$ cat src/rtl/xyolo_write_seq.sv
// xyolo_write_seq: internal-port sequencer for the YOLO write stage.
// On global_run it walks output pixels x accumulation taps and issues the
// vread port-B read stream, the pipeline-aligned xyolo load controls and
// the vwrite port-B write stream.
module xyolo_write_seq #(
  parameter int unsigned PIXEL_INT_ADDR_W = 10,
  parameter int unsigned VWRITE_ADDR_W    = 10,
  parameter int unsigned N_VECT           = 16,
  parameter int unsigned CNT_W            = 16,
  parameter int unsigned RD_LAT           = 2,
  parameter int unsigned WR_LAT           = 3
) (
  input  logic                        clk,
  input  logic                        rst,
  input  logic                        global_run,
  output logic                        done,
  input  logic [CNT_W-1:0]            cfg_iter,
  input  logic [CNT_W-1:0]            cfg_per,
  input  logic [PIXEL_INT_ADDR_W-1:0] cfg_rd_start,
  input  logic [PIXEL_INT_ADDR_W-1:0] cfg_rd_shift,
  input  logic [PIXEL_INT_ADDR_W-1:0] cfg_rd_incr,
  input  logic [VWRITE_ADDR_W-1:0]    cfg_wr_start,
  input  logic [VWRITE_ADDR_W-1:0]    cfg_wr_incr,
  input  logic                        cfg_maxpool,
  input  logic [N_VECT-1:0]           cfg_lane_mask,
  output logic                        vread_enB,
  output logic [PIXEL_INT_ADDR_W-1:0] vread_addrB,
  output logic                        ld_acc,
  output logic                        ld_mp,
  output logic                        ld_res,
  output logic [N_VECT-1:0]           vwrite_enB,
  output logic [VWRITE_ADDR_W-1:0]    vwrite_addrB
);

  localparam int unsigned RES_DLY = RD_LAT + 1;
  localparam int unsigned WR_DLY  = RD_LAT + 1 + WR_LAT;
  localparam logic [CNT_W-1:0] DRAIN_LAST = CNT_W'(RD_LAT + WR_LAT);

  typedef enum logic [1:0] {IDLE, RUN, DRAIN, FINISH} state_t;
  state_t state, state_nx;

  // Run configuration captured at start
  logic [CNT_W-1:0]            iter_last_q, per_last_q;
  logic [PIXEL_INT_ADDR_W-1:0] shift_q, incr_q;
  logic [VWRITE_ADDR_W-1:0]    wr_incr_q;
  logic                        mp_q;
  logic [N_VECT-1:0]           mask_q;

  // Loop counters and incremental address generators
  logic [CNT_W-1:0]            i_q, j_q, drain_q;
  logic [PIXEL_INT_ADDR_W-1:0] base_q, addr_q;
  logic [VWRITE_ADDR_W-1:0]    wa_q;
  logic                        done_q;

  // Delay lines aligning tap-level flags with the read/compute pipeline
  logic [RD_LAT-1:0]  acc_pipe;
  logic [RES_DLY-1:0] res_pipe, mp_pipe;
  logic [WR_DLY-1:0]  wr_pipe;

  logic start, run, last_tap, last_out;
  logic tap0_f, last_f, mp_f, wr_f, wr_fire;

  assign start    = (state == IDLE) && global_run;
  assign run      = (state == RUN);
  assign last_tap = (j_q == per_last_q);
  assign last_out = (i_q == iter_last_q);
  assign tap0_f   = run && (j_q == '0);
  assign last_f   = run && last_tap;
  assign mp_f     = last_f && mp_q && (i_q[1:0] == 2'd0);
  // Maxpool writes once per group of 4 outputs, plus a trailing partial group
  assign wr_f     = last_f && (!mp_q || (i_q[1:0] == 2'd3) || last_out);
  assign wr_fire  = wr_pipe[WR_DLY-1];

  // State register
  always_ff @(posedge clk) begin
    if (rst) state <= IDLE;
    else     state <= state_nx;
  end

  // Next-state logic
  always_comb begin
    state_nx = state;
    case (state)
      IDLE:    if (global_run) state_nx = (cfg_iter == '0) ? FINISH : RUN;
      RUN:     if (last_tap && last_out) state_nx = DRAIN;
      DRAIN:   if (drain_q == DRAIN_LAST) state_nx = FINISH;
      FINISH:  state_nx = IDLE;
      default: state_nx = IDLE;
    endcase
  end

  // Config capture, loop counters and address generators
  always_ff @(posedge clk) begin
    if (rst) begin
      iter_last_q <= '0;
      per_last_q  <= '0;
      shift_q     <= '0;
      incr_q      <= '0;
      wr_incr_q   <= '0;
      mp_q        <= 1'b0;
      mask_q      <= '0;
      i_q         <= '0;
      j_q         <= '0;
      base_q      <= '0;
      addr_q      <= '0;
      wa_q        <= '0;
      drain_q     <= '0;
    end else begin
      if (start) begin
        iter_last_q <= cfg_iter - CNT_W'(1);
        per_last_q  <= (cfg_per == '0) ? '0 : cfg_per - CNT_W'(1);
        shift_q     <= cfg_rd_shift;
        incr_q      <= cfg_rd_incr;
        wr_incr_q   <= cfg_wr_incr;
        mp_q        <= cfg_maxpool;
        mask_q      <= cfg_lane_mask;
        i_q         <= '0;
        j_q         <= '0;
        base_q      <= cfg_rd_start;
        addr_q      <= cfg_rd_start;
        wa_q        <= cfg_wr_start;
      end else begin
        if (run) begin
          if (last_tap) begin
            j_q    <= '0;
            i_q    <= i_q + CNT_W'(1);
            base_q <= base_q + shift_q;
            addr_q <= base_q + shift_q;
          end else begin
            j_q    <= j_q + CNT_W'(1);
            addr_q <= addr_q + incr_q;
          end
        end
        if (wr_fire) wa_q <= wa_q + wr_incr_q;
      end
      drain_q <= (state == DRAIN) ? drain_q + CNT_W'(1) : '0;
    end
  end

  // Control delay lines, cleared on reset so no stray pulses survive
  always_ff @(posedge clk) begin
    if (rst) begin
      acc_pipe <= '0;
      res_pipe <= '0;
      mp_pipe  <= '0;
      wr_pipe  <= '0;
    end else begin
      acc_pipe[0] <= tap0_f;
      res_pipe[0] <= last_f;
      mp_pipe[0]  <= mp_f;
      wr_pipe[0]  <= wr_f;
      for (int unsigned k = 1; k < RD_LAT; k++)  acc_pipe[k] <= acc_pipe[k-1];
      for (int unsigned k = 1; k < RES_DLY; k++) begin
        res_pipe[k] <= res_pipe[k-1];
        mp_pipe[k]  <= mp_pipe[k-1];
      end
      for (int unsigned k = 1; k < WR_DLY; k++)  wr_pipe[k] <= wr_pipe[k-1];
    end
  end

  // Done flag: cleared by an accepted start, set on entering FINISH
  always_ff @(posedge clk) begin
    if (rst)                     done_q <= 1'b0;
    else if (state_nx == FINISH) done_q <= 1'b1;
    else if (start)              done_q <= 1'b0;
  end

  // Output decode
  always_comb begin
    vread_enB    = run;
    vread_addrB  = run ? addr_q : '0;
    ld_acc       = acc_pipe[RD_LAT-1];
    ld_res       = res_pipe[RES_DLY-1];
    ld_mp        = mp_pipe[RES_DLY-1];
    vwrite_enB   = wr_fire ? mask_q : '0;
    vwrite_addrB = wr_fire ? wa_q : '0;
    done         = done_q;
  end

endmodule

$ cat config.mk
export PLATFORM = sky130hd
export DESIGN_NAME = xyolo_write_seq
export DESIGN_NICKNAME = d
export VERILOG_FILES = /design/src/rtl/xyolo_write_seq.sv
export SDC_FILE = /design/constraint.sdc
export NUM_CORES = 1
export LEC_CHECK = 0
export CAP_MARGIN = 10
export CORE_ASPECT_RATIO = 0.75
export CORE_MARGIN = 2
export CORE_UTILIZATION = 40
export DETAILED_ROUTE_END_ITERATION = 8
export PLACE_DENSITY = 0.61
export SYNTH_ARGS = -nofsm -noshare
export SYNTH_HDL_FRONTEND = slang
export SYNTH_SLANG_ARGS = --single-unit
$ cat constraint.sdc
create_clock -name clk -period 2.2 [get_ports clk]
set_input_delay 0.22 -clock clk [delete_from_list [all_inputs] [get_ports clk]]
set_output_delay 0.22 -clock clk [all_outputs]
set_load 0.1 [all_outputs]
==> summary.txt <==
Critical path
  – Slowest CP cell: dfxtp_1
  – Worst Path Required: 1980 ps
  – Worst setup EP type: primary output
  – Critical path class: reg2out
  – Crit-path cells: nand2_1 -> inv_2 -> buf_6 -> and2_1 -> buf_12
  – Crit path max fanout: 24
  – Critical Path AT: 1880 ps
  – RR Endpoint: wa_q[6]
  – CP peak stage delay: 470 ps
  – Worst-case reg-to-reg path depth: 8
  – Worst setup SP type: flip-flop
  – Worst r2r src: wr_incr_q[0]
  – R2r setup slk: 110 ps

Hold path
  – Hold path depth: 2
  – Hold endpoint: wr_incr_q[7]
  – HP Class: in2reg
  – Worst hold start: rst

Clock network
  – Clock Pin Slew Worst Setup and Hold Paths: 70 ps
  – Worst-Skew Late Latency: between 400 and 500 ps
  – Root buf cell: clkbuf_16
  – Num CTS Buffers: 17
  – Sink Count: 174
  – H-Tree Depth: 4
  – Clock buffer depth: 2
  – TritonCTS clock tree: done
  – Post-CTS Hold Buffers: 0

Status
  – Run status: finished clean

Detailed routing
  – 1st-pass router iterations: 4
  – Antenna-violating nets left: 0
  – Routed WL: 25000 microns
  – DRC: 0
  – DRT iter0 DRCs: about 520
  – Via count: 8096
  – DR WL/cell: 15.9 microns
  – Via density: 5.17

Die
  – Starting Density: 0.411
  – Die span in y: 135 microns
  – Io pins: 143
  – # rows: 47
  – Core ar.: 0.0222 sq mm
  – Die width: 179 microns
  – Die area: 0.0241 sq mm

Placed design
  – Placed wire-length estimate: 18000 microns
  – GP Congestion: 0.854
  – DP Cell Count: 1530
  – IO Port Bufs: 142
  – DP Area: approximately 0.011 sq mm

STA
  – Max Slew Vio Count: 0
  – Worst Skew: between 8 and 9 ps
  – Hold Violations, Final: 0
  – Final Cycle Share: 0.955
  – Max frequency: 0.476 GHz
  – Max-slew headroom: 0.550
  – Setup TNS: 0 ps
  – # setup viols final: 0
  – Min cycle time layout: 2100 ps
  – Worst Tran Pin Value: 676 ps

Global routing
  – GRT Total Usage: 0.211
  – Gr ovfl total: 0
  – First-pass GRT wire length: 40300 microns
  – Vias in the first global route: 7640
  – Initial antenna violation count: 0
  – Largest net degree at the start of global routing: 59

Logic synthesis
  – Post-synth EDFFs: 0
  – Top cell type by total area after synthesis: dfxtp_1
  – Post-synthesis mux area share: 0.0110
  – Distinct cells, synth: 67
  – Share of the synthesized area in the top cell type: 0.381
  – Top post-synthesis cells by area: dfxtp_1 38%, nand2_1 7.2%, xnor2_1 5.4%
  – Register area share after synthesis: 0.381
  – Adder-cell share of the synthesized area: 0.0572
  – Main combinational cell family by area after synthesis: simple AND/OR/NAND/NOR gates
  – Syn_nets: 1246
  – Synth Warn #: 0
  – Avg Cell Area, Syn: between 8 and 9 sq um
  – Synth Area in Simple Gates: 0.271
  – Compound-cell area share of the yosys netlist: 0.136
  – Syn Std Cell Area: 0.00914 sq mm
  – Xor/xnor cell area share of the yosys netlist: 0.107
  – Yosys reg bits: 174
  – Async set-reset flop share out of synthesis: 0
  – Mapped Cells: 1104
  – Synth Flop Type: dfxtp_1

Final layout
  – Post-route cell area: 0.0122 sq mm
  – Finished Layout Cells: around 1600
  – Antenna Cells: 0
  – Share of cells above drive strength 1: 0.143
  – Fin nets: approximately 1400
  – Footprint of the multi-input gates: 0.00542 sq mm
  – Fillers: between 2000 and 2500
  – Area grow syn2layout: 33.4%
  – Register Area: 0.00349 sq mm
  – Final core utilization: 0.548

Flow run
  – Max Cap Violations: 0

Power
  – P_leak: roughly 4.7 nW
  – Cell area power density: about 650 mW/mm^2
  – Peak supply drop: about 0.6 mV
synthesized netlist by cell type (20+ instances only):
library cell,number
xnor2_1,56
and2_1,40
clkbuf_1,37
nor4_1,21
nand2_1,175
xor2_1,56
a211oi_1,20
nor2_1,98
inv_1,24
a21oi_1,75
o21ai_0,31
dfxtp_1,174
ha_1,37
nor3_1,25
nand3_1,36
cell type report:
type,count,share of cell area
multi-input combinational,849,0.445
inverter,25,0.00770
tap,294,0.0302
clock buffer,18,0.0352
timing repair buffer,192,0.182
clock inverter,14,0.0139
sequential,174,0.286
metrics by stage:
step	setup slack (ps)	total power (W)	hold WS, ps
floorplan	29.6	0.00431	316
global placement	-23.9	0.00485	415
detailed placement	-64.9	0.00487	422
CTS	3.89	0.00799	171
global route	-9.08	0.00832	184
finish	100	0.00796	185
layer usage:
metal  part of all wire  track usage  vias to the layer above
li1                   -            -                     4142
met5                  0            0                        -
met4              0.012       0.0547                        0
met1               0.53        0.321                     3788
met3              0.037       0.0358                       24
met2               0.42        0.305                      142
repair_timing:
action | 4_1_cts | 5_1_grt
buffers inserted | 0 | 4
setup endpoints to repair | 12 | 24
gates resized for setup | 3 | 20
pin swaps | 0 | 4
worst max path at each step:
stage	from	end	cells after the start
2_1_floorplan	state[1]	vread_addrB[1]	6
3_3_place_gp	cfg_iter[9]	done	7
3_5_place_dp	cfg_iter[9]	done	7
4_1_cts	state[0]	vread_addrB[9]	5
5_1_grt	wa_q[8]	wa_q[9]	8
6_report	state[0]	vread_addrB[0]	5
flip-flops by register name, indices dropped and copies added, names as in the netlist, 3 cells and up:
register	flops
drain_q	16
incr_q	10
wr_pipe	6
iter_last_q	16
wa_q	10
addr_q	10
per_last_q	16
j_q	16
wr_incr_q	10
base_q	10
shift_q	10
i_q	16
res_pipe	3
mp_pipe	3
mask_q	16
power breakdown:
group	internal, W	leakage (nW)	switching [W]
registers	0.00331	1.42	0.000121
clock network	0.00179	0.278	0.00134
logic	0.000633	3.00	0.000775
total	0.00573	4.70	0.00223
critical path: cells and delay by family (launching register included):
family	cells	cell delay [ps]
buffers and inverters	3	610
flip-flops	1	470
AND/OR/NAND/NOR	2	340
cell usage in the layout (no fill, tap or decap), types with 16 or more instances in the layout:
master,count
o21ai_0,31
nand2_1,174
a21oi_1,72
buf_4,49
nor4_1,19
a211oi_1,19
nand3_1,36
dfxtp_1,172
nor2_1,98
ha_1,37
xor2_1,56
clkdlybuf4s50_1,100
inv_1,23
nor3_1,25
clkbuf_16,17
xnor2_1,56
and2_1,32
nand4_1,16
buf_12,42
nor2b_1,16
cell families after synthesis:
| group | Yosys count |
|---|---|
| mux | 10 |
| flops | 174 |
| simple gates | 494 |
| fa+ha+maj | 40 |
| compound gates | 193 |
| xor+xnor | 112 |
| buf+inv | 81 |
(Power assumes the default switching activity.)
